===== config.mk =====
export PLATFORM = sky130hd
export DESIGN_NAME = spi_m_byte_sequencer_flat
export DESIGN_NICKNAME = d
export VERILOG_FILES = /design/src/rtl/spi_m_byte_sequencer_pkg.sv /design/src/rtl/spi_m_byte_sequencer_if.sv /design/src/rtl/spi_m_byte_sequencer_fifo.sv /design/src/rtl/spi_m_byte_sequencer.sv /design/src/flat_wrapper.sv
export SDC_FILE = /design/constraint.sdc
export NUM_CORES = 1
export LEC_CHECK = 0
export CAP_MARGIN = 20
export CORE_MARGIN = 3
export CORE_UTILIZATION = 40
export CTS_BUF_LIST = sky130_fd_sc_hd__clkbuf_2 sky130_fd_sc_hd__clkbuf_4 sky130_fd_sc_hd__clkbuf_8
export CTS_CLUSTER_DIAMETER = 200
export DETAILED_ROUTE_END_ITERATION = 8
export PLACE_DENSITY_LB_ADDON = 0.3
export SYNTH_ARGS = -nofsm -noshare
export SYNTH_HDL_FRONTEND = slang
export SYNTH_HIERARCHICAL = 1
export SYNTH_SLANG_ARGS = --single-unit

===== constraint.sdc =====
create_clock -name clk -period 5.5 [get_ports clk]
set_clock_uncertainty 0.15 [all_clocks]
set_input_delay 1.1 -clock clk [delete_from_list [all_inputs] [get_ports clk]]
set_output_delay 1.1 -clock clk [all_outputs]
set_load 0.1 [all_outputs]

===== src/rtl/spi_m_byte_sequencer_pkg.sv =====
// Shared types and constants for the SPI master byte sequencer slice.
package spi_m_byte_sequencer_pkg;

   localparam int BYTE_W = 8;

   typedef enum logic [2:0] {
      IDLE,
      LOAD,
      ISSUE,
      WAIT_RX,
      DONE
   } seq_state_t;

   // Occupancy counter width: one extra bit so a full FIFO is distinguishable from empty.
   function automatic int cnt_width(input int depth);
      return $clog2(depth) + 1;
   endfunction

endpackage


===== src/rtl/spi_m_byte_sequencer_if.sv =====
// Bundles the upstream burst interface and the single-byte master handshake.
// The slave modport is the sequencer's view; master is the view of whoever drives it.
interface spi_m_byte_sequencer_if #(
   parameter int LEN_W = 8
) ();
   import spi_m_byte_sequencer_pkg::*;

   logic [BYTE_W-1:0] wr_byte;
   logic              wr_dv;
   logic              wr_full;
   logic              start;
   logic [LEN_W-1:0]  len;
   logic              busy;
   logic              done;
   logic              error;
   logic [BYTE_W-1:0] tx_byte;
   logic              tx_dv;
   logic              tx_ready;
   logic [BYTE_W-1:0] rx_byte;
   logic              rx_dv;
   logic              rd_en;
   logic [BYTE_W-1:0] rd_byte;
   logic              rd_empty;

   modport slave (
      input  wr_byte, wr_dv, start, len, tx_ready, rx_byte, rx_dv, rd_en,
      output wr_full, busy, done, error, tx_byte, tx_dv, rd_byte, rd_empty
   );

   modport master (
      output wr_byte, wr_dv, start, len, tx_ready, rx_byte, rx_dv, rd_en,
      input  wr_full, busy, done, error, tx_byte, tx_dv, rd_byte, rd_empty
   );

endinterface


===== src/rtl/spi_m_byte_sequencer_fifo.sv =====
// Synchronous first-word-fall-through FIFO used for both the TX and RX byte queues.
// Full and empty come from the registered occupancy count; a push into a full FIFO
// is dropped even when a pop happens in the same cycle.
module spi_seq_fifo
   import spi_m_byte_sequencer_pkg::*;
#(
   parameter int WIDTH = 8,
   parameter int DEPTH = 16
) (
   input  logic             clk,
   input  logic             rst_n,
   input  logic             push,
   input  logic [WIDTH-1:0] push_data,
   output logic             full,
   input  logic             pop,
   output logic [WIDTH-1:0] head,
   output logic             empty
);

   localparam int PTR_W = $clog2(DEPTH);
   localparam int CNT_W = cnt_width(DEPTH);

   logic [WIDTH-1:0] mem [DEPTH];
   logic [PTR_W-1:0] wr_ptr;
   logic [PTR_W-1:0] rd_ptr;
   logic [CNT_W-1:0] count;
   logic             do_push;
   logic             do_pop;

   assign full    = (count == CNT_W'(DEPTH));
   assign empty   = (count == '0);
   assign do_push = push && !full;
   assign do_pop  = pop && !empty;
   assign head    = mem[rd_ptr];

   // Pointer and occupancy bookkeeping; pointers wrap naturally since DEPTH is a power of two.
   always_ff @(posedge clk) begin
      if (!rst_n) begin
         wr_ptr <= '0;
         rd_ptr <= '0;
         count  <= '0;
      end else begin
         if (do_push) wr_ptr <= wr_ptr + PTR_W'(1);
         if (do_pop)  rd_ptr <= rd_ptr + PTR_W'(1);
         case ({do_push, do_pop})
            2'b10:   count <= count + CNT_W'(1);
            2'b01:   count <= count - CNT_W'(1);
            default: count <= count;
         endcase
      end
   end

   // Storage array; contents need no reset because empty gates every read.
   always_ff @(posedge clk) begin
      if (do_push) mem[wr_ptr] <= push_data;
   end

endmodule


===== src/rtl/spi_m_byte_sequencer.sv =====
// Multi-byte burst front end for the single-byte SPI master: queues outgoing bytes,
// issues them one at a time with a DV pulse, and collects each returned byte.
// Only one byte is ever outstanding; a silent master is aborted after RX_TIMEOUT cycles.
module spi_m_byte_sequencer
   import spi_m_byte_sequencer_pkg::*;
#(
   parameter int FIFO_DEPTH = 16,
   parameter int LEN_W      = 8,
   parameter int RX_TIMEOUT = 1024
) (
   input logic                  clk,
   input logic                  rst_n,
   spi_m_byte_sequencer_if.slave bus
);

   localparam int TIMER_W = (RX_TIMEOUT > 1) ? $clog2(RX_TIMEOUT) : 1;

   seq_state_t         state;
   seq_state_t         next_state;
   logic [LEN_W-1:0]   remaining;
   logic [TIMER_W-1:0] timer;
   logic               error_q;
   logic [BYTE_W-1:0]  tx_hold;

   logic               tx_full;
   logic               tx_empty;
   logic [BYTE_W-1:0]  tx_head;
   logic               tx_pop;
   logic               rx_full;
   logic               rx_empty;
   logic [BYTE_W-1:0]  rx_head;

   logic               start_ok;
   logic               rx_take;
   logic               timed_out;

   assign start_ok  = (state == IDLE) && bus.start;
   assign rx_take   = (state == WAIT_RX) && bus.rx_dv;
   assign timed_out = (state == WAIT_RX) && !bus.rx_dv && (timer == TIMER_W'(RX_TIMEOUT - 1));

   spi_seq_fifo #(.WIDTH(BYTE_W), .DEPTH(FIFO_DEPTH)) u_tx_fifo (
      .clk       (clk),
      .rst_n     (rst_n),
      .push      (bus.wr_dv),
      .push_data (bus.wr_byte),
      .full      (tx_full),
      .pop       (tx_pop),
      .head      (tx_head),
      .empty     (tx_empty)
   );

   spi_seq_fifo #(.WIDTH(BYTE_W), .DEPTH(FIFO_DEPTH)) u_rx_fifo (
      .clk       (clk),
      .rst_n     (rst_n),
      .push      (rx_take),
      .push_data (bus.rx_byte),
      .full      (rx_full),
      .pop       (bus.rd_en),
      .head      (rx_head),
      .empty     (rx_empty)
   );

   // Sequencer state register.
   always_ff @(posedge clk) begin
      if (!rst_n) state <= IDLE;
      else        state <= next_state;
   end

   // Next-state selection and the handshake outputs decoded from the current state.
   always_comb begin
      next_state   = state;
      tx_pop       = 1'b0;
      bus.tx_dv    = 1'b0;
      bus.done     = 1'b0;
      bus.busy     = (state != IDLE);
      bus.error    = error_q;
      bus.tx_byte  = tx_hold;
      bus.wr_full  = tx_full;
      bus.rd_empty = rx_empty;
      bus.rd_byte  = rx_empty ? '0 : rx_head;
      case (state)
         IDLE: begin
            if (bus.start) next_state = (bus.len != '0) ? LOAD : DONE;
         end
         LOAD: begin
            if (!tx_empty && bus.tx_ready) next_state = ISSUE;
         end
         ISSUE: begin
            tx_pop      = 1'b1;
            bus.tx_dv   = 1'b1;
            bus.tx_byte = tx_head;
            next_state  = WAIT_RX;
         end
         WAIT_RX: begin
            if (bus.rx_dv)     next_state = (remaining == LEN_W'(1)) ? DONE : LOAD;
            else if (timed_out) next_state = DONE;
         end
         DONE: begin
            bus.done   = 1'b1;
            next_state = IDLE;
         end
         default: next_state = IDLE;
      endcase
   end

   // Burst bookkeeping: byte countdown, response timer, held TX byte and sticky error.
   always_ff @(posedge clk) begin
      if (!rst_n) begin
         remaining <= '0;
         timer     <= '0;
         error_q   <= 1'b0;
         tx_hold   <= '0;
      end else begin
         if (start_ok) begin
            remaining <= bus.len;
            error_q   <= 1'b0;
         end
         if (state == ISSUE) begin
            timer   <= '0;
            tx_hold <= tx_head;
         end else if (state == WAIT_RX) begin
            timer <= timer + TIMER_W'(1);
         end
         if (rx_take) remaining <= remaining - LEN_W'(1);
         if (timed_out || (rx_take && rx_full)) error_q <= 1'b1;
      end
   end

endmodule


===== src/flat_wrapper.sv =====
// flat-port wrapper written by rule: the top's interface ports become plain ports
module spi_m_byte_sequencer_flat import spi_m_byte_sequencer_pkg::*;
#(
   parameter int FIFO_DEPTH = 16,
   parameter int LEN_W      = 8,
   parameter int RX_TIMEOUT = 1024
)
  (clk, rst_n, bus_wr_byte, bus_wr_dv, bus_start, bus_len, bus_tx_ready, bus_rx_byte, bus_rx_dv, bus_rd_en, bus_wr_full, bus_busy, bus_done, bus_error, bus_tx_byte, bus_tx_dv, bus_rd_byte, bus_rd_empty);
  spi_m_byte_sequencer_if #(.LEN_W(LEN_W)) bus_i ();
  input logic clk;
  input logic rst_n;
  input wire logic [$bits(bus_i.wr_byte)-1:0] bus_wr_byte;
  input wire logic [$bits(bus_i.wr_dv)-1:0] bus_wr_dv;
  input wire logic [$bits(bus_i.start)-1:0] bus_start;
  input wire logic [$bits(bus_i.len)-1:0] bus_len;
  input wire logic [$bits(bus_i.tx_ready)-1:0] bus_tx_ready;
  input wire logic [$bits(bus_i.rx_byte)-1:0] bus_rx_byte;
  input wire logic [$bits(bus_i.rx_dv)-1:0] bus_rx_dv;
  input wire logic [$bits(bus_i.rd_en)-1:0] bus_rd_en;
  output wire logic [$bits(bus_i.wr_full)-1:0] bus_wr_full;
  output wire logic [$bits(bus_i.busy)-1:0] bus_busy;
  output wire logic [$bits(bus_i.done)-1:0] bus_done;
  output wire logic [$bits(bus_i.error)-1:0] bus_error;
  output wire logic [$bits(bus_i.tx_byte)-1:0] bus_tx_byte;
  output wire logic [$bits(bus_i.tx_dv)-1:0] bus_tx_dv;
  output wire logic [$bits(bus_i.rd_byte)-1:0] bus_rd_byte;
  output wire logic [$bits(bus_i.rd_empty)-1:0] bus_rd_empty;
  assign bus_i.wr_byte = bus_wr_byte;
  assign bus_i.wr_dv = bus_wr_dv;
  assign bus_i.start = bus_start;
  assign bus_i.len = bus_len;
  assign bus_i.tx_ready = bus_tx_ready;
  assign bus_i.rx_byte = bus_rx_byte;
  assign bus_i.rx_dv = bus_rx_dv;
  assign bus_i.rd_en = bus_rd_en;
  assign bus_wr_full = bus_i.wr_full;
  assign bus_busy = bus_i.busy;
  assign bus_done = bus_i.done;
  assign bus_error = bus_i.error;
  assign bus_tx_byte = bus_i.tx_byte;
  assign bus_tx_dv = bus_i.tx_dv;
  assign bus_rd_byte = bus_i.rd_byte;
  assign bus_rd_empty = bus_i.rd_empty;
  spi_m_byte_sequencer #(.FIFO_DEPTH(FIFO_DEPTH), .LEN_W(LEN_W), .RX_TIMEOUT(RX_TIMEOUT)) u_core (.clk(clk), .rst_n(rst_n), .bus(bus_i));
endmodule

# After elaboration in Yosys (flattened, before gate mapping)
# Memory sizes are Yosys's and may differ from the RTL's. A register that Yosys moved wholly into a read port is not among the register bits.
# Index checks and enable logic that the tools add are counted.
# op_classes
n_addsub	10
multipliers	0
div_mod_pow	0
magnitude_cmp	0
eq_ne	15
shifts	0
muxes	25
bitwise	1
n_reduce_logical	27
# op_table
operator	count
8-bit two-way mux	4
5-bit one-hot mux with 2 select lines	2
3-bit two-way mux	6
4-bit by 1-bit adder with 4-bit output, second input constant	4
4-bit two-way mux	4
3-bit one-hot mux with 4 select lines	1
10-bit by 1-bit adder with 10-bit output, second input constant	1
5-bit by 1-bit adder with 5-bit output, second input constant	2
10-bit == test, second input constant	1
5-bit == test, second input constant	2
1-bit logical AND	10
5-bit zero test	2
5-bit by 1-bit subtractor with 5-bit output, second input constant	2
8-bit by 1-bit == test with 1-bit output, second input constant	1
1-bit two-way mux	8
2-bit nonzero test	4
8-bit nonzero test	1
8-bit by 1-bit subtractor with 8-bit output, second input constant	1
3-bit by 2-bit == test with 1-bit output, second input constant	2
1-bit zero test	5
2-bit by 1-bit == test with 1-bit output, second input constant	2
2-bit == test, second input constant	2
3-bit by 1-bit == test with 1-bit output, second input constant	1
3-bit == test, second input constant	1
9 further kinds	9
# word_totals
regBits	56
latch_bits	0
ram_bits	256
romBits	0
in_bits	31
word_cells	91
mem_count	2
# mem_list
name	depth	width	read_ports	rd_ports_with_merged_regs	wr	line_no	rtl
u_core.u_rx_fifo.mem	16	8	1	1	1	spi_m_byte_sequencer_fifo.sv:23	logic [WIDTH-1:0] mem [DEPTH];
u_core.u_tx_fifo.mem	16	8	1	1	1	spi_m_byte_sequencer_fifo.sv:23	

# Longest topological paths before layout
# logic_depth
ltp_word	6
mapped_depth	14
ltp_nobuf	11

# Hierarchy
# Netlist, hierarchy kept.
# by_module_without_submodules
module	instances	cells_per_inst	area_per_inst_um2
spi_seq_fifo (u_core.u_rx_fifo)	1	331	5931.9
spi_seq_fifo (u_core.u_tx_fifo)	1	326	5823.1
spi_m_byte_sequencer	1	179	1555.2

# Worst setup path before layout
# No wires, ideal clock.
# synth_timing
path_kind	register -> output
startpoint	register u_core.u_rx_fifo.count[1]
endpoint	output port bus_rd_byte[0]
arrival_ns	3.587
required_time_ns	4.250
slack_ns	0.663
path_stages_with_launch	6
path_buffers	2
cell_sequence	dfxtp_1 > buf_6 > or4_4 > buf_6 > nor2_1 > nor2b_1
# synth_via
elab_chain_len	2
# synth_rtl
element	line_no	rtl
from (decl)	spi_m_byte_sequencer_fifo.sv:26	logic [CNT_W-1:0] count;
from (signal assigned)	spi_m_byte_sequencer_fifo.sv:46	2'b10: count <= count + CNT_W'(1);
from (signal assigned)	spi_m_byte_sequencer_fifo.sv:47	2'b01: count <= count - CNT_W'(1);
from (signal assigned)	spi_m_byte_sequencer_fifo.sv:48	default: count <= count;
5-bit zero test	spi_m_byte_sequencer_fifo.sv:31	assign empty = (count == '0);
net bus_rd_empty	flat_wrapper.sv:27	output wire logic [$bits(bus_i.rd_empty)-1:0] bus_rd_empty;
8-bit two-way mux	spi_m_byte_sequencer.sv:80	bus.rd_byte = rx_empty ? '0 : rx_head;
to (decl)	flat_wrapper.sv:26	output wire logic [$bits(bus_i.rd_byte)-1:0] bus_rd_byte;
# The timed path passes the listed nets, and every way through them passes these cells.

==> run summary <==
Startpoint Class -> flip-flop
TritonRoute pass-1 iters -> 4
Top delay family on crit path -> buffers and inverters
die height -> 188 um
crit-path cells -> buf_12 -> mux4_2 -> a22oi_1 -> nand2_1 -> mux2_2 -> clkdlybuf4s50_1
commonest non-fill, non-tap cell in the layout -> edfxtp_1
Setup violations, final -> 0
Post-synth top flop -> edfxtp_1
status -> complete, no violations
Max-Cap Viols -> 0
worst r2r dst -> u_core/u_tx_fifo/count[4]
Post-synth EDFFs -> 256
Final min period -> 4.88 ns
worst r2r src -> u_core/state[1]
Reg2Reg Setup Slack -> 1.97 ns
clk_lat worst skew -> 0.58 ns
ys async rst share -> 0
Netlist cell types -> 69
Starting DRT DRC Count -> 482
Starting Density -> 0.407
setup ws final -> 0.625 ns
GRT overflow -> 0
drt wl/cell -> 19.4 um
worst hold path type -> reg2reg
Mapped Avg Cell Area -> 15.9 um2
CP Data Required Time -> 4.25 ns
Cell Area, Synth -> 0.0133 mm2
Worst path slowest cell -> clkdlybuf4s50_1
first-pass GRT wire length -> 42.8 mm
gr busiest metal -> met2
row count -> 66
Buf/Inv on CP -> 2
die width -> 188 um
min-delay src -> u_core/timer[1]
largest net degree at the start of global routing -> 52
Setup TNS -> 0 ns
Levels on crit path -> 6
hpwl dp -> 16.9 mm
htree depth -> 2
Routed Antenna Nets -> 0
synthesized flop and latch total -> 320
CTS tree -> done
hold endpoint -> u_core/timer[1]
antenna violations before repair -> 0
arrival time worst endpoint -> 3.63 ns
Synth Instances -> 836
number of remaining DRC errors -> 0
Core Region -> 0.0327 mm2
Slew Limit Fails -> 0
die area -> 0.0355 mm2
Resized Gates After CTS -> 0
layout cell share with drive strength beyond 1 -> 0.204
CP max FO -> 23
clock buffer count from CTS -> 50
CP max stage delay -> 0.97 ns
number of setup buffers added after CTS -> 0
Post-Route WL -> 26.9 mm
I/O pin count -> 53
Total Routing Usage GR -> 0.154
area grow syn2layout -> 14.6%
YS warnings -> 6
clock sink count -> 320
Routability Congestion -> 0.744
met2 usage -> 0.255
period utilisation layout -> 0.886
Setup WS pre-CTS -> 1.20 ns
hold slack -> 0.348 ns
most frequent cells in the layout -> edfxtp_1, mux4_2, dfxtp_1
via-per-instance ratio -> 5.25
via count -> 7265
critical path type -> reg2out
Hold Path Stages -> 2
Crit. End Element -> output pin
ANT cells -> 0
Max-slew headroom -> 0.325
total power -> 0.00545 W
nets -> 950
met3 Usage GRT -> 0.0301
FMAX -> 0.205 GHz
Leakage -> 5.03 nW
root buf cell -> clkbuf_8
syn nets -> 886
GR Layer Usage met1 -> 0.208
Seq/Total Area, Yosys -> 0.674
port buffer count -> 52
maximum clock insertion buffer count -> 3
reg2reg path depth -> 11
# hold bufs at CTS -> 0
vias in the first global route -> 7581
RSZ-0062 raised after global routing -> no
Final Hold Fails -> 0
Clock Pin Slew Worst Setup and Hold Paths -> 0.06 ns
pwr/cell area -> 357 mW/mm2
VDD IR-drop max -> 0.000258 V
Least-Margin Pin Slew -> 1.01 ns
## power breakdown
group | internal (W) | total (W) | switching (W)
clock network | 0.00115 | 0.00205 | 0.000896
registers | 0.00266 | 0.00271 | 0.0000491
logic | 0.000237 | 0.000694 | 0.000457
## area by class of cell
class | instances | area (um2)
fillers | 2889 | 17500
clock buffers | 77 | 910
flip-flops and latches | 320 | 8970
repair buffers | 60 | 593
inverters | 24 | 90.1
multi-input cells | 444 | 4000
well taps | 442 | 553
clock inverters | 16 | 130
## state kept, by name, indices dropped and copies added (netlist names), named ones only
signal,count
u_core/bus.error,1
u_core/remaining,8
u_core/state,3
u_core/timer,10
u_core/tx_hold,8
u_core/u_rx_fifo/count,5
u_core/u_rx_fifo/mem,128
u_core/u_rx_fifo/rd_ptr,4
u_core/u_rx_fifo/wr_ptr,4
u_core/u_tx_fifo/count,5
u_core/u_tx_fifo/mem,128
u_core/u_tx_fifo/rd_ptr,4
u_core/u_tx_fifo/wr_ptr,4
## per-stage QoR
step / utilization / cells / cell area, um2
final: 0.466 / 1383 / 15200
after global routing: 0.466 / 1383 / 15200
after CTS: 0.466 / 1383 / 15200
after detailed placement: 0.435 / 1290 / 14200
after global placement: 0.435 / 1290 / 14200
after floorplan: - / 836 / 13300
## metal layers
| layer | vias to the layer above | wire (um) |
|---|---|---|
| li1 | 3386 | - |
| met1 | 3665 | 11900 |
| met2 | 173 | 13100 |
| met3 | 41 | 1300 |
| met4 | 0 | 506 |
| met5 | - | 0 |
## cells in the mapped netlist, types with 4 or more instances
master    count  area share
dfxtp_1      64       0.096
nand3b_1      5      0.0028
ha_1         19       0.018
nand4_1       6      0.0028
buf_2        10      0.0038
nand3_1      11      0.0041
o211ai_1      4      0.0023
o21ai_0       4      0.0015
buf_6         7      0.0059
nand2b_1      8      0.0038
clkbuf_1     22      0.0062
mux2i_1      10      0.0075
and2_1       20      0.0094
nand2_1      47       0.013
nor2b_1      20      0.0094
a21oi_1      10      0.0038
buf_1         6      0.0017
mux4_2       64        0.11
nor2_1       58       0.016
nor3_1       16      0.0060
a31oi_1       5      0.0024
mux2_2        8      0.0068
a22oi_1      33       0.019
inv_1        21      0.0059
nor4_1        7      0.0033
edfxtp_1    256        0.58
or3_1         8      0.0038
xnor2_1      12      0.0079
xor2_1        8      0.0053
o21a_1       10      0.0056
nand4b_1      4      0.0026
## worst max-delay path by stage
stage,start,endpoint,slack [ns]
2_1_floorplan,u_core/u_rx_fifo/count[1],bus_rd_byte[0],0.66
3_3_place_gp,flip-flop,bus_tx_byte[5],1.23
3_5_place_dp,flip-flop,bus_tx_byte[2],1.20
4_1_cts,flip-flop,bus_tx_byte[2],0.55
5_1_grt,flip-flop,bus_tx_byte[2],0.43
6_report,flip-flop,bus_tx_byte[2],0.62
## cell families (layout without fill, tap and decap cells)
| kind of cell | Yosys count | in the layout | share of synthesized area |
|---|---|---|---|
| buffers and inverters | 72 | 177 | 0.0270 |
| AOI/OAI and AO/OA | 97 | 97 | 0.0559 |
| muxes | 82 | 82 | 0.123 |
| and+or+nand+nor | 226 | 226 | 0.0897 |
| adders and majority gates | 19 | 19 | 0.0179 |
| xor gates and xnor gates | 20 | 20 | 0.0132 |
| DFF | 320 | 320 | 0.674 |
## worst reg2reg max path, cell delays in order (launching register included)
cell and delay [ns]:
dfxtp_1 0.56, nor2b_1 0.24, and2_1 0.67, o21ai_4 0.19
inv_1 0.10, ha_1 0.33, xor2_1 0.19, ha_1 0.18
inv_1 0.07, a21o_1 0.16, a221oi_1 0.40, mux2i_1 0.22
Note: power is estimated with default switching activity, not from simulation.
